$ cat src/rtl/fpu_issue_ctrl_if.sv
// Interface bundling the ID-stage request, FPU result, integer WB request and
// the controller's stall/start/regfile-write outputs for fpu_issue_ctrl.
interface fpu_issue_ctrl_if #(
  parameter int BUS_WIDTH    = 64,
  parameter int REGFILE_LEN  = 6,
  parameter int FPU_OP_WIDTH = 6,
  parameter int LAT_WIDTH    = 4
);
  logic                    id_valid;
  logic                    flush;
  logic                    id_alu_fpu;
  logic [FPU_OP_WIDTH-1:0] id_fpu_op;
  logic [LAT_WIDTH-1:0]    id_fpu_lat;
  logic                    id_reg_write;
  logic [REGFILE_LEN-1:0]  id_rs1;
  logic [REGFILE_LEN-1:0]  id_rs2;
  logic [REGFILE_LEN-1:0]  id_rd;
  logic [BUS_WIDTH-1:0]    fpu_result;
  logic                    wb_reg_write;
  logic [REGFILE_LEN-1:0]  wb_rd;
  logic [BUS_WIDTH-1:0]    wb_write_data;

  logic                    stall;
  logic                    fpu_start;
  logic [FPU_OP_WIDTH-1:0] fpu_op_out;
  logic                    fpu_busy;
  logic                    rf_write_enable;
  logic [REGFILE_LEN-1:0]  rf_write_addr;
  logic [BUS_WIDTH-1:0]    rf_write_data;

  modport master (
    output id_valid, flush, id_alu_fpu, id_fpu_op, id_fpu_lat, id_reg_write,
           id_rs1, id_rs2, id_rd, fpu_result, wb_reg_write, wb_rd, wb_write_data,
    input  stall, fpu_start, fpu_op_out, fpu_busy,
           rf_write_enable, rf_write_addr, rf_write_data
  );

  modport slave (
    input  id_valid, flush, id_alu_fpu, id_fpu_op, id_fpu_lat, id_reg_write,
           id_rs1, id_rs2, id_rd, fpu_result, wb_reg_write, wb_rd, wb_write_data,
    output stall, fpu_start, fpu_op_out, fpu_busy,
           rf_write_enable, rf_write_addr, rf_write_data
  );
endinterface

$ cat src/rtl/fpu_issue_ctrl.sv
// Issue/sequencing controller for the non-pipelined FPU: starts ops from ID,
// tracks the single in-flight destination, stalls ID on hazards and shares
// the regfile write port with integer WB (WB first, with a starvation guard).
module fpu_issue_ctrl #(
  parameter int BUS_WIDTH    = 64,
  parameter int REGFILE_LEN  = 6,
  parameter int FPU_OP_WIDTH = 6,
  parameter int LAT_WIDTH    = 4,
  parameter int STARVE_LIMIT = 4
) (
  input logic            clk,
  input logic            rst_n,
  fpu_issue_ctrl_if.slave bus
);

  localparam int WAIT_WIDTH = $clog2(STARVE_LIMIT + 1);

  typedef enum logic [1:0] {
    IDLE = 2'd0,
    BUSY = 2'd1,
    DONE = 2'd2
  } state_e;

  state_e                  state_q, state_d;
  logic [LAT_WIDTH-1:0]    cnt_q, cnt_d;
  logic [REGFILE_LEN-1:0]  pend_rd_q, pend_rd_d;
  logic                    pend_valid_q, pend_valid_d;
  logic [BUS_WIDTH-1:0]    res_q, res_d;
  logic [WAIT_WIDTH-1:0]   wait_cnt_q, wait_cnt_d;

  logic                    grant;
  logic                    free;
  logic                    hazard;
  logic                    starve;
  logic                    stall;
  logic                    issue;
  logic [LAT_WIDTH-1:0]    lat_load;

  // Integer WB cannot stall, so the FPU only retires when WB leaves the port free.
  assign grant  = (state_q == DONE) & ~bus.wb_reg_write;
  assign free   = (state_q == IDLE) | grant;
  // Source compares are deliberately unqualified: a false stall is cheap, a missed one is not.
  assign hazard = pend_valid_q &
                  ((bus.id_reg_write & (bus.id_rd == pend_rd_q)) |
                   (bus.id_rs1 == pend_rd_q) |
                   (bus.id_rs2 == pend_rd_q));
  assign starve = (state_q == DONE) & (wait_cnt_q >= WAIT_WIDTH'(STARVE_LIMIT));
  assign stall  = bus.id_valid & ~bus.flush & (hazard | (bus.id_alu_fpu & ~free) | starve);
  assign issue  = bus.id_valid & bus.id_alu_fpu & ~bus.flush & ~stall;
  assign lat_load = (bus.id_fpu_lat == '0) ? LAT_WIDTH'(1) : bus.id_fpu_lat;

  assign bus.stall      = stall;
  assign bus.fpu_start  = issue;
  assign bus.fpu_op_out = issue ? bus.id_fpu_op : '0;
  assign bus.fpu_busy   = (state_q != IDLE);

  // State and scoreboard registers; reset drops any in-flight result.
  always_ff @(posedge clk or negedge rst_n) begin
    if (!rst_n) begin
      state_q      <= IDLE;
      cnt_q        <= '0;
      pend_rd_q    <= '0;
      pend_valid_q <= 1'b0;
      res_q        <= '0;
      wait_cnt_q   <= '0;
    end else begin
      state_q      <= state_d;
      cnt_q        <= cnt_d;
      pend_rd_q    <= pend_rd_d;
      pend_valid_q <= pend_valid_d;
      res_q        <= res_d;
      wait_cnt_q   <= wait_cnt_d;
    end
  end

  // Next-state: count down the latency, hold the result until granted, then
  // retire; a new issue (only possible when free) loads the next op on top.
  always_comb begin
    state_d      = state_q;
    cnt_d        = cnt_q;
    pend_rd_d    = pend_rd_q;
    pend_valid_d = pend_valid_q;
    res_d        = res_q;
    wait_cnt_d   = wait_cnt_q;

    case (state_q)
      IDLE: begin
      end
      BUSY: begin
        cnt_d = cnt_q - LAT_WIDTH'(1);
        if (cnt_q == LAT_WIDTH'(1)) begin
          res_d      = bus.fpu_result;
          wait_cnt_d = '0;
          state_d    = DONE;
        end
      end
      DONE: begin
        if (grant) begin
          pend_valid_d = 1'b0;
          state_d      = IDLE;
        end else if (wait_cnt_q < WAIT_WIDTH'(STARVE_LIMIT)) begin
          wait_cnt_d = wait_cnt_q + WAIT_WIDTH'(1);
        end
      end
      default: begin
        state_d = IDLE;
      end
    endcase

    if (issue) begin
      state_d      = BUSY;
      cnt_d        = lat_load;
      pend_rd_d    = bus.id_rd;
      pend_valid_d = bus.id_reg_write & (bus.id_rd != '0);
    end
  end

  // Regfile write port: integer WB wins, otherwise the granted FPU result.
  always_comb begin
    bus.rf_write_enable = 1'b0;
    bus.rf_write_addr   = '0;
    bus.rf_write_data   = '0;
    if (bus.wb_reg_write) begin
      bus.rf_write_enable = 1'b1;
      bus.rf_write_addr   = bus.wb_rd;
      bus.rf_write_data   = bus.wb_write_data;
    end else if (grant & pend_valid_q) begin
      bus.rf_write_enable = 1'b1;
      bus.rf_write_addr   = pend_rd_q;
      bus.rf_write_data   = res_q;
    end
  end

endmodule

$ cat src/flat_wrapper.sv
// flat-port wrapper written by rule: the top's interface ports become plain ports
module fpu_issue_ctrl_flat 
#(
  parameter int BUS_WIDTH    = 64,
  parameter int REGFILE_LEN  = 6,
  parameter int FPU_OP_WIDTH = 6,
  parameter int LAT_WIDTH    = 4,
  parameter int STARVE_LIMIT = 4
)
  (clk, rst_n, bus_id_valid, bus_flush, bus_id_alu_fpu, bus_id_fpu_op, bus_id_fpu_lat, bus_id_reg_write, bus_id_rs1, bus_id_rs2, bus_id_rd, bus_fpu_result, bus_wb_reg_write, bus_wb_rd, bus_wb_write_data, bus_stall, bus_fpu_start, bus_fpu_op_out, bus_fpu_busy, bus_rf_write_enable, bus_rf_write_addr, bus_rf_write_data);
  fpu_issue_ctrl_if #(.BUS_WIDTH(BUS_WIDTH), .REGFILE_LEN(REGFILE_LEN), .FPU_OP_WIDTH(FPU_OP_WIDTH), .LAT_WIDTH(LAT_WIDTH)) bus_i ();
  input logic clk;
  input logic rst_n;
  input wire logic [$bits(bus_i.id_valid)-1:0] bus_id_valid;
  input wire logic [$bits(bus_i.flush)-1:0] bus_flush;
  input wire logic [$bits(bus_i.id_alu_fpu)-1:0] bus_id_alu_fpu;
  input wire logic [$bits(bus_i.id_fpu_op)-1:0] bus_id_fpu_op;
  input wire logic [$bits(bus_i.id_fpu_lat)-1:0] bus_id_fpu_lat;
  input wire logic [$bits(bus_i.id_reg_write)-1:0] bus_id_reg_write;
  input wire logic [$bits(bus_i.id_rs1)-1:0] bus_id_rs1;
  input wire logic [$bits(bus_i.id_rs2)-1:0] bus_id_rs2;
  input wire logic [$bits(bus_i.id_rd)-1:0] bus_id_rd;
  input wire logic [$bits(bus_i.fpu_result)-1:0] bus_fpu_result;
  input wire logic [$bits(bus_i.wb_reg_write)-1:0] bus_wb_reg_write;
  input wire logic [$bits(bus_i.wb_rd)-1:0] bus_wb_rd;
  input wire logic [$bits(bus_i.wb_write_data)-1:0] bus_wb_write_data;
  output wire logic [$bits(bus_i.stall)-1:0] bus_stall;
  output wire logic [$bits(bus_i.fpu_start)-1:0] bus_fpu_start;
  output wire logic [$bits(bus_i.fpu_op_out)-1:0] bus_fpu_op_out;
  output wire logic [$bits(bus_i.fpu_busy)-1:0] bus_fpu_busy;
  output wire logic [$bits(bus_i.rf_write_enable)-1:0] bus_rf_write_enable;
  output wire logic [$bits(bus_i.rf_write_addr)-1:0] bus_rf_write_addr;
  output wire logic [$bits(bus_i.rf_write_data)-1:0] bus_rf_write_data;
  assign bus_i.id_valid = bus_id_valid;
  assign bus_i.flush = bus_flush;
  assign bus_i.id_alu_fpu = bus_id_alu_fpu;
  assign bus_i.id_fpu_op = bus_id_fpu_op;
  assign bus_i.id_fpu_lat = bus_id_fpu_lat;
  assign bus_i.id_reg_write = bus_id_reg_write;
  assign bus_i.id_rs1 = bus_id_rs1;
  assign bus_i.id_rs2 = bus_id_rs2;
  assign bus_i.id_rd = bus_id_rd;
  assign bus_i.fpu_result = bus_fpu_result;
  assign bus_i.wb_reg_write = bus_wb_reg_write;
  assign bus_i.wb_rd = bus_wb_rd;
  assign bus_i.wb_write_data = bus_wb_write_data;
  assign bus_stall = bus_i.stall;
  assign bus_fpu_start = bus_i.fpu_start;
  assign bus_fpu_op_out = bus_i.fpu_op_out;
  assign bus_fpu_busy = bus_i.fpu_busy;
  assign bus_rf_write_enable = bus_i.rf_write_enable;
  assign bus_rf_write_addr = bus_i.rf_write_addr;
  assign bus_rf_write_data = bus_i.rf_write_data;
  fpu_issue_ctrl #(.BUS_WIDTH(BUS_WIDTH), .REGFILE_LEN(REGFILE_LEN), .FPU_OP_WIDTH(FPU_OP_WIDTH), .LAT_WIDTH(LAT_WIDTH), .STARVE_LIMIT(STARVE_LIMIT)) u_core (.clk(clk), .rst_n(rst_n), .bus(bus_i));
endmodule
$ cat config.mk
export PLATFORM = sky130hd
export DESIGN_NAME = fpu_issue_ctrl_flat
export DESIGN_NICKNAME = d
export VERILOG_FILES = /design/src/rtl/fpu_issue_ctrl_if.sv /design/src/rtl/fpu_issue_ctrl.sv /design/src/flat_wrapper.sv
export SDC_FILE = /design/constraint.sdc
export NUM_CORES = 1
export LEC_CHECK = 0
export CAP_MARGIN = 20
export CORE_AREA = 2 2 106 108
export DETAILED_ROUTE_END_ITERATION = 16
export DIE_AREA = 0 0 108 110
export DONT_BUFFER_PORTS = 1
export GPL_ROUTABILITY_DRIVEN = 0
export PLACE_DENSITY_LB_ADDON = 0.12
export SYNTH_ARGS = -nofsm -noshare
export SYNTH_HDL_FRONTEND = slang
export SYNTH_SLANG_ARGS = --single-unit
$ cat constraint.sdc
create_clock -name clk -period 2.88 [get_ports clk]
set_input_delay 0.576 -clock clk [delete_from_list [all_inputs] [get_ports clk]]
set_output_delay 0.576 -clock clk [all_outputs]
set_load 0.005 [all_outputs]
==> Word-level counts from Yosys, hierarchy flattened <==
Cells that the tools add are included.
{ "totals": {"reg_bits": 80, "input_bits": 169, "out_inout_bits": 80, "word_cells": 76} }
{ "classes": {"add_sub_neg": 2, "magnitude_cmp": 2, "eq_ne": 12, "muxes": 21, "bitwise_logic": 21, "n_reduce_logical": 12} }
{ "op_table": {"columns": ["op", "n"], "rows": [
  ["64-bit 2-to-1 mux", 2],
  ["6-bit equality test", 3],
  ["6-bit 2-to-1 mux", 3],
  ["1-bit bitwise AND", 12],
  ["4-bit 2-to-1 mux", 3],
  ["2-bit nonzero test", 5],
  ["3-bit 2-to-1 mux", 3],
  ["2-bit 2-to-1 mux", 3],
  ["3-bit by 1-bit inequality test with 1-bit output (second input constant)", 2],
  ["2-bit case mux with 3 select lines", 1],
  ["3-bit case mux with 2 select lines", 1],
  ["6-bit nonzero test", 1],
  ["1-bit 2-to-1 mux", 5],
  ["1-bit OR", 5],
  ["4-bit by 1-bit equality test with 1-bit output (second input constant)", 1],
  ["4-bit zero test", 1],
  ["2-bit by 1-bit inequality test with 1-bit output (second input constant)", 2],
  ["2-bit inequality test (second input constant)", 2],
  ["1-bit NOT", 4],
  ["2-bit AND reduction", 2],
  ["4-bit AND reduction", 1],
  ["4-bit by 1-bit subtractor with 4-bit output (second input constant)", 1],
  ["3-bit by 1-bit adder with 3-bit output (second input constant)", 1],
  ["3-bit greater-or-equal comparator (second input constant)", 1],
  ["other kinds (5)", 5]
]} }

==> Logic depth before layout (Yosys ltp) <==
Gate-level depths: netlist of the first run.
{ "depth": {"ltp_word": 12, "mapped_depth": 7, "mapped_depth_nobuf": 5} }

==> Least setup slack after synthesis of the first run <==
OpenSTA, ideal clock, no wires.
{ "synth_timing": {"kind": "input -> output", "start": "input port bus_id_rs2[0]", "end": "output port bus_fpu_op_out[0]", "t_arrival_ns": 1.739, "t_required_ns": 2.304, "slack_ns": 0.565, "path_stages": 6, "path_buffers": 1, "cell_sequence": "xnor2_1 > and3_1 > a2bb2o_4 > nor3_4 > buf_6 > and2_2"} }
{ "synth_via": {"elab_chain_len": 9} }
{ "synth_rtl": {"columns": ["item", "line_no", "rtl"], "rows": [
  ["from (decl)", "flat_wrapper.sv:21", "input wire logic [$bits(bus_i.id_rs2)-1:0] bus_id_rs2;"],
  ["6-bit equality test", "fpu_issue_ctrl.sv:46", "(bus.id_rs2 == pend_rd_q));"],
  ["1-bit OR", "fpu_issue_ctrl.sv:45", "(bus.id_rs1 == pend_rd_q) |"],
  ["1-bit bitwise AND", "fpu_issue_ctrl.sv:43", "assign hazard = pend_valid_q &"],
  ["1-bit OR (2 in a row)", "fpu_issue_ctrl.sv:48", "assign stall = bus.id_valid & ~bus.flush & (hazard | (bus.id_alu_fpu & ~free) | starve);"],
  ["1-bit bitwise AND", "fpu_issue_ctrl.sv:48", null],
  ["1-bit NOT", "fpu_issue_ctrl.sv:49", "assign issue = bus.id_valid & bus.id_alu_fpu & ~bus.flush & ~stall;"],
  ["1-bit bitwise AND", "fpu_issue_ctrl.sv:49", null],
  ["via bus_fpu_start", "flat_wrapper.sv:28", "output wire logic [$bits(bus_i.fpu_start)-1:0] bus_fpu_start;"],
  ["6-bit 2-to-1 mux", "fpu_issue_ctrl.sv:54", "assign bus.fpu_op_out = issue ? bus.id_fpu_op : '0;"],
  ["to (decl)", "flat_wrapper.sv:29", "output wire logic [$bits(bus_i.fpu_op_out)-1:0] bus_fpu_op_out;"]
]} }
The timed path passes the listed nets, and every way through them passes these cells.

==> Worst setup path after layout of the first run <==
{ "layout_timing": {"start": "register u_core.pend_rd_q[0]", "end": "output port bus_fpu_op_out[3]"} }
{ "layout_via": {"elab_chain_len": 11, "elab_cells_between_ends": 13, "cone_classes": "3 x eq/ne; 1 x mux; 9 x bitwise"} }
{ "layout_rtl": {"columns": ["item", "line_no", "rtl"], "rows": [
  ["from (decl)", "fpu_issue_ctrl.sv:26", "logic [REGFILE_LEN-1:0] pend_rd_q, pend_rd_d;"],
  ["from (signal assigned)", "fpu_issue_ctrl.sv:69", "pend_rd_q <= pend_rd_d;"],
  ["6-bit equality test", "fpu_issue_ctrl.sv:44", "((bus.id_reg_write & (bus.id_rd == pend_rd_q)) |"],
  ["1-bit bitwise AND", "fpu_issue_ctrl.sv:44", null],
  ["1-bit OR", "fpu_issue_ctrl.sv:44", null],
  ["1-bit OR *", "fpu_issue_ctrl.sv:45", null],
  ["1-bit bitwise AND *", "fpu_issue_ctrl.sv:43", null],
  ["1-bit OR * (2 in a row)", "fpu_issue_ctrl.sv:48", null],
  ["1-bit bitwise AND *", "fpu_issue_ctrl.sv:48", null],
  ["1-bit NOT *", "fpu_issue_ctrl.sv:49", null],
  ["1-bit bitwise AND *", "fpu_issue_ctrl.sv:49", null],
  ["via bus_fpu_start", "flat_wrapper.sv:28", null],
  ["6-bit 2-to-1 mux *", "fpu_issue_ctrl.sv:54", null]
]} }
The timed path passes the listed nets; every way through them passes the cells marked *.

==> impl_metrics.env, run 1 <==
export IMPL_synth_nets=513
export IMPL_hpwl_um=7160
export IMPL_cp_end_kind="output pin"
export IMPL_final_common_cell="dfrtp_1"
export IMPL_wl_per_cell_um=21.1
export IMPL_reg2reg_from="u_core.pend_rd_q[0]$_DFFE_PN0P_"
export IMPL_via_per_inst=5.74
export IMPL_syn_inst=341
export IMPL_fin_crit_sh_pct=93.7
export IMPL_cts_sinks=80
export IMPL_worstPathMaxFanout=11
export IMPL_endpoint="bus_fpu_op_out[3]"
export IMPL_drv_slew=0
export IMPL_ios=249
export IMPL_synth_async_reset_ratio_pct=100
export IMPL_die_y_um=110
export IMPL_clk_pin_slew_ps=80
export IMPL_status="finished clean"
export IMPL_rows=38
export IMPL_dr_pass1_iters=4
export IMPL_antenna_found_initial=0
export IMPL_startpoint="u_core.pend_rd_q[0]$_DFFE_PN0P_"
export IMPL_vias=2734
export IMPL_first_global_vias=2769
export IMPL_grt_pass1_wl_um=14600
export IMPL_final_nets=504
export IMPL_synth_main_ff_cell="dfrtp_1"
export IMPL_cts_buffers=9
export IMPL_cts_hold_buf=1
export IMPL_synth_top_area_share_pct=47.5
export IMPL_start_kind="flop"
export IMPL_cts_setup_buffers=0
export IMPL_ys_seq_area_share_pct=47.5
export IMPL_fp_dieArea_um2=11900
export IMPL_rsz0062_at_grt="false"
export IMPL_postRouteAntennaNets=0
export IMPL_yosysTopAreaCell="dfrtp_1"
export IMPL_area_delta_synth_final_pct=8.59
export IMPL_report_final_hold_viol_count=0
export IMPL_core_um2=10700
export IMPL_grt_max_degree=81
export IMPL_arrival_ps=2120
export IMPL_final_cell_mix="80 x dfrtp_1, 72 x a22o_1, 72 x mux2_2, 15 x xnor2_1, 10 x clkbuf_8"
export IMPL_drt_iter0_drc=103
export IMPL_dieWidth_um=108
export IMPL_port_buffer_count=0
export IMPL_powerDensity_nw_per_um2=938
export IMPL_diodes=0
export IMPL_multiInputGateArea_um2=2080
export IMPL_peakVddDrop_mv=0.383
export IMPL_ys_seq_elements=80
export IMPL_layout_drive_gt1_share_pct=31.5
export IMPL_grt_usage_pct=16.3
export IMPL_synth_area_um2=4210
export IMPL_setup_viol=0
export IMPL_cts_tree="built"
export IMPL_synth_edf_count=0
export IMPL_drc=0
export IMPL_fmax_mhz=371
export IMPL_total_power_mw=4.29
export IMPL_htreeDepth=3
export IMPL_yosys_warnings=0
export IMPL_hold_class="in2async"
export IMPL_ys_types=42
export IMPL_cts_buffer_depth=2
export IMPL_r2r_end="u_core.pend_rd_q[0]$_DFFE_PN0P_"
export IMPL_setup_tns_ps=0
export IMPL_regToRegSetupSlack_ps=620
export IMPL_skew_ps=7.80
export IMPL_syn_avg_cell_area_um2=12.3
export IMPL_fillers=1010
export IMPL_relSlewSlack_pct=61.9
export IMPL_routed_wirelength_um=10000
export IMPL_p_leak_nw=1.87
export IMPL_grt_overflow=0
export IMPL_regArea_um2=2000
export IMPL_synth_area_leaders="dfrtp_1 48%, mux2_2 19%, a22o_1 15%"
export IMPL_cp_required_ps=2300
export IMPL_cts_resized=0
export IMPL_tightest_slew_ps=570
export IMPL_critical_path_class="reg2out"
export IMPL_rr_worst_depth=6
export IMPL_cap_viol_max_count=0
export IMPL_worstSkewPairLatency_ps=340
export IMPL_min_period_ps=2700
export IMPL_initial_core_util_pct=39.4
export IMPL_root_buffer="clkbuf_8"
[cell usage after synthesis, types with 3 or more instances]
cell / instances
a22o_1: 72
and2_2: 5
buf_2: 4
clkbuf_1: 19
dfrtp_1: 80
ha_1: 3
inv_1: 5
mux2_2: 72
nand2_1: 6
nand3_1: 4
nor2_1: 9
nor4_1: 3
o21ai_0: 4
xnor2_1: 15
xor2_1: 5
[registers in the layout, summed over array words and instances, names as in the netlist]
register	cells
u_core.cnt_q	4
u_core.pend_rd_q	6
u_core.pend_valid_q	1
u_core.res_q	64
u_core.state_q	2
u_core.wait_cnt_q	3
[layout make-up]
class / count / area share [%]
multi-input combinational: 230 / 45.4
sequential: 80 / 43.8
tap: 140 / 3.83
clock buffer: 12 / 3.17
clock inverter: 3 / 1.97
timing repair buffer: 6 / 1.42
inverter: 5 / 0.411
[worst min path at each step]
| stage | from | endpoint | slack (ps) | depth (start not counted) |
|---|---|---|---|---|
| 2_1_floorplan | rst_n | u_core.cnt_q[0]$_DFFE_PN0P_ | 280 | 0 |
| 3_3_place_gp | rst_n | u_core.cnt_q[3]$_DFFE_PN0P_ | 280 | 0 |
| 3_5_place_dp | rst_n | u_core.pend_rd_q[4]$_DFFE_PN0P_ | 280 | 0 |
| 4_1_cts | rst_n | u_core.pend_rd_q[4]$_DFFE_PN0P_ | 120 | 1 |
| 5_1_grt | rst_n | u_core.cnt_q[3]$_DFFE_PN0P_ | 120 | 1 |
| 6_report | rst_n | u_core.cnt_q[3]$_DFFE_PN0P_ | 110 | 1 |
[where the power goes]
group	internal, mW	leakage, nW	switching [mW]
registers	1.69	0.944	0.437
logic	0.725	0.809	0.447
clock network	0.597	0.117	0.393
[cell families after synthesis]
| group | after synthesis | synth area share (%) |
|---|---|---|
| flops | 80 | 47.5 |
| xor+xnor | 20 | 4.16 |
| mux | 73 | 19.6 |
| fa+ha+maj | 3 | 0.892 |
| compound gates | 88 | 17.9 |
| buf+inv | 31 | 3.24 |
| simple gates | 46 | 6.63 |
[worst max-delay path, cell delays in order (launching register included)]
cell and delay [ps]:
dfrtp_1 480, xnor2_1 190, and3_1 210, a2bb2o_4 250
nor3_4 420, and2_2 230
[per-stage QoR]
stage	setup WS (ps)	utilization (%)	instances	instance area (um2)	hold WS, ps
4_1_cts	160	42.7	476	4570	124
6_report	181	42.7	476	4570	114
5_1_grt	39.4	42.7	476	4570	120
3_3_place_gp	554	40.3	460	4310	283
2_1_floorplan	565	-	341	4210	280
3_5_place_dp	503	40.3	460	4310	283
[routing by layer]
| metal | up-vias | GRT usage, % | share of wire, % |
|---|---|---|---|
| met5 | - | 0 | 0 |
| met2 | 151 | 27.6 | 49 |
| met1 | 1326 | 19.6 | 41 |
| li1 | 1251 | - | - |
| met4 | 0 | 5.40 | 0.91 |
| met3 | 6 | 5.35 | 8.9 |
Note: power is estimated with default switching activity, not from simulation.
==> inputs of run 2 (changes only) <==
- GPL_ROUTABILITY_DRIVEN: 0 -> 1
==> results of run 2 <==
Same layout as run 1: the final DEF is identical, and so are final timing and power.
==> inputs of run 3 (changes only) <==
==> constraint.sdc (replaced) <==
create_clock -name clk -period 2.88 [get_ports clk]
set_input_delay 0.576 -clock clk [delete_from_list [all_inputs] [get_ports clk]]
set_output_delay 0.576 -clock clk [all_outputs]
set_load 0.05 [all_outputs]
==> run 3 against run 2 <==
First-iteration DRC count is 8.7% lower. Die area stayed put. Setup slack better by 31 ps. Sequential cell count stayed put. Largest cell class unchanged. Highest routed layer unchanged.
==> impl_metrics.env, run 3 (synthesis gave the netlist of run 1 again) <==
export IMPL_status="finished clean"
export IMPL_port_buffer_count=0
export IMPL_regToRegSetupSlack_ps=790
export IMPL_reg2reg_from="u_core.pend_rd_q[0]$_DFFE_PN0P_"
export IMPL_grt_usage_pct=16.2
export IMPL_die_y_um=110
export IMPL_critical_path_class="reg2out"
export IMPL_rows=38
export IMPL_antenna_found_initial=0
export IMPL_setup_viol=0
export IMPL_area_delta_synth_final_pct=17.1
export IMPL_powerDensity_nw_per_um2=912
export IMPL_worstSkewPairLatency_ps=340
export IMPL_top_register="u_core.res_q"
export IMPL_diodes=0
export IMPL_largestRegisters="u_core.res_q x64, u_core.pend_rd_q x6, u_core.cnt_q x4"
export IMPL_rsz0062_at_grt="false"
export IMPL_core_um2=10700
export IMPL_clk_pin_slew_ps=80
export IMPL_grt_overflow=0
export IMPL_p_leak_nw=2.09
export IMPL_postRouteAntennaNets=0
export IMPL_fmax_mhz=375
export IMPL_first_global_vias=2745
export IMPL_cp_end_kind="output pin"
export IMPL_peakVddDrop_mv=0.359
export IMPL_relSlewSlack_pct=65.7
export IMPL_cts_tree="built"
export IMPL_final_common_cell="dfrtp_1"
export IMPL_multiInputGateArea_um2=2120
export IMPL_cap_viol_max_count=0
export IMPL_cts_setup_buffers=0
export IMPL_cts_buffers=9
export IMPL_cts_sinks=80
export IMPL_skew_ps=11.3
export IMPL_dp_cells=504
export IMPL_setup_tns_ps=0
export IMPL_min_period_ps=2670
export IMPL_fp_dieArea_um2=11900
export IMPL_ios=249
export IMPL_startpoint="u_core.pend_rd_q[5]$_DFFE_PN0P_"
export IMPL_tightest_slew_ps=514
export IMPL_fin_ws_ps=212
export IMPL_drt_iter0_drc=94
export IMPL_routed_wirelength_um=10500
export IMPL_initial_core_util_pct=39.4
export IMPL_cts_buffer_depth=2
export IMPL_htreeDepth=3
export IMPL_endpoint="bus_fpu_op_out[0]"
export IMPL_grt_max_degree=81
export IMPL_r2r_end="u_core.pend_rd_q[1]$_DFFE_PN0P_"
export IMPL_grt_pass1_wl_um=14600
export IMPL_final_cell_mix="80 x dfrtp_1, 72 x mux2_2, 47 x buf_4, 41 x a22o_1, 31 x a22o_2"
export IMPL_post_place_ws_ps=436
export IMPL_rr_worst_depth=6
export IMPL_report_final_hold_viol_count=0
export IMPL_arrival_ps=2090
export IMPL_dieWidth_um=108
export IMPL_instances_no_fill=520
export IMPL_whs_ps=113
export IMPL_vias=2929
export IMPL_fillers=975
export IMPL_worstPathMaxFanout=8
export IMPL_largest_reg_flops=64
export IMPL_hold_class="in2async"
export IMPL_dr_pass1_iters=4
export IMPL_wl_per_cell_um=20.1
export IMPL_fin_crit_sh_pct=92.6
export IMPL_start_kind="flop"
export IMPL_hpwl_um=7550
export IMPL_layout_drive_gt1_share_pct=48.2
export IMPL_root_buffer="clkbuf_8"
export IMPL_globalplace_congestion=0.754
export IMPL_via_per_inst=5.63
export IMPL_regArea_um2=2000
export IMPL_drv_slew=0
export IMPL_drc=0
export IMPL_cp_required_ps=2300
export IMPL_final_nets=548
==> run 3: cell count changes in the layout (fill, tap and decap cells not counted), moves of 2 or more <==
cell	delta
a22o_1	-31
a22o_2	+31
buf_12	+2
buf_4	+42
bufinv_16	-2
clkinvlp_4	+2
==> run 3: layout make-up <==
class | count | area share [%]
clock buffers | 11 | 2.87
clock inverters | 4 | 1.09
inverters | 5 | 0.381
multi-input cells | 230 | 43.0
flip-flops and latches | 80 | 40.6
well taps | 140 | 3.55
repair buffers | 50 | 8.52
==> run 3: worst min-delay path by stage <==
stage / from / to / slack, ps / cells after the start
6_report: rst_n / u_core.cnt_q[2]$_DFFE_PN0P_ / 110 / 1
5_1_grt: rst_n / u_core.res_q[39]$_DFFE_PN0P_ / 130 / 1
4_1_cts: rst_n / u_core.res_q[39]$_DFFE_PN0P_ / 130 / 1
3_5_place_dp: rst_n / u_core.cnt_q[3]$_DFFE_PN0P_ / 280 / 0
3_3_place_gp: rst_n / u_core.cnt_q[0]$_DFFE_PN0P_ / 280 / 0
2_1_floorplan: rst_n / u_core.cnt_q[0]$_DFFE_PN0P_ / 280 / 0
==> run 3: report_power, final <==
group	internal [mW]	switching (mW)
clock	0.423	0.403
combinational	0.796	0.752
sequential	1.69	0.436
total	2.91	1.59
==> run 3: repair_timing <==
action | CTS | global route
gates resized for setup | 0 | 32
hold buffers | 1 | 0
endpoints found under the setup margin | 0 | 32
endpoints found under the hold margin | 80 | 0
==> run 3: worst max-delay path: stages (launching register included) <==
cell and delay (ps):
dfrtp_1 490, xor2_1 210, nor4_2 400, a2bb2o_4 220, nor3_4 60, and2_2 230, buf_12 150
==> run 3: through the flow <==
stage / utilization (%) / cell area (um2) / total power, mW
after detailed placement: 43.6 / 4660 / 3.65
after global placement: 43.6 / 4660 / 3.62
after global routing: 46.1 / 4930 / 4.78
final: 46.1 / 4930 / 4.50
after floorplan: - / 4210 / 3.31
after CTS: 45.7 / 4890 / 4.54
==> run 3: per-layer routing <==
metal	vias up	global-route usage, %	part of all wire (%)
met4	0	4.30	0.75
li1	1343	-	-
met2	158	28.1	51
met3	5	5.94	9.1
met1	1423	19.0	39
met5	-	0	0
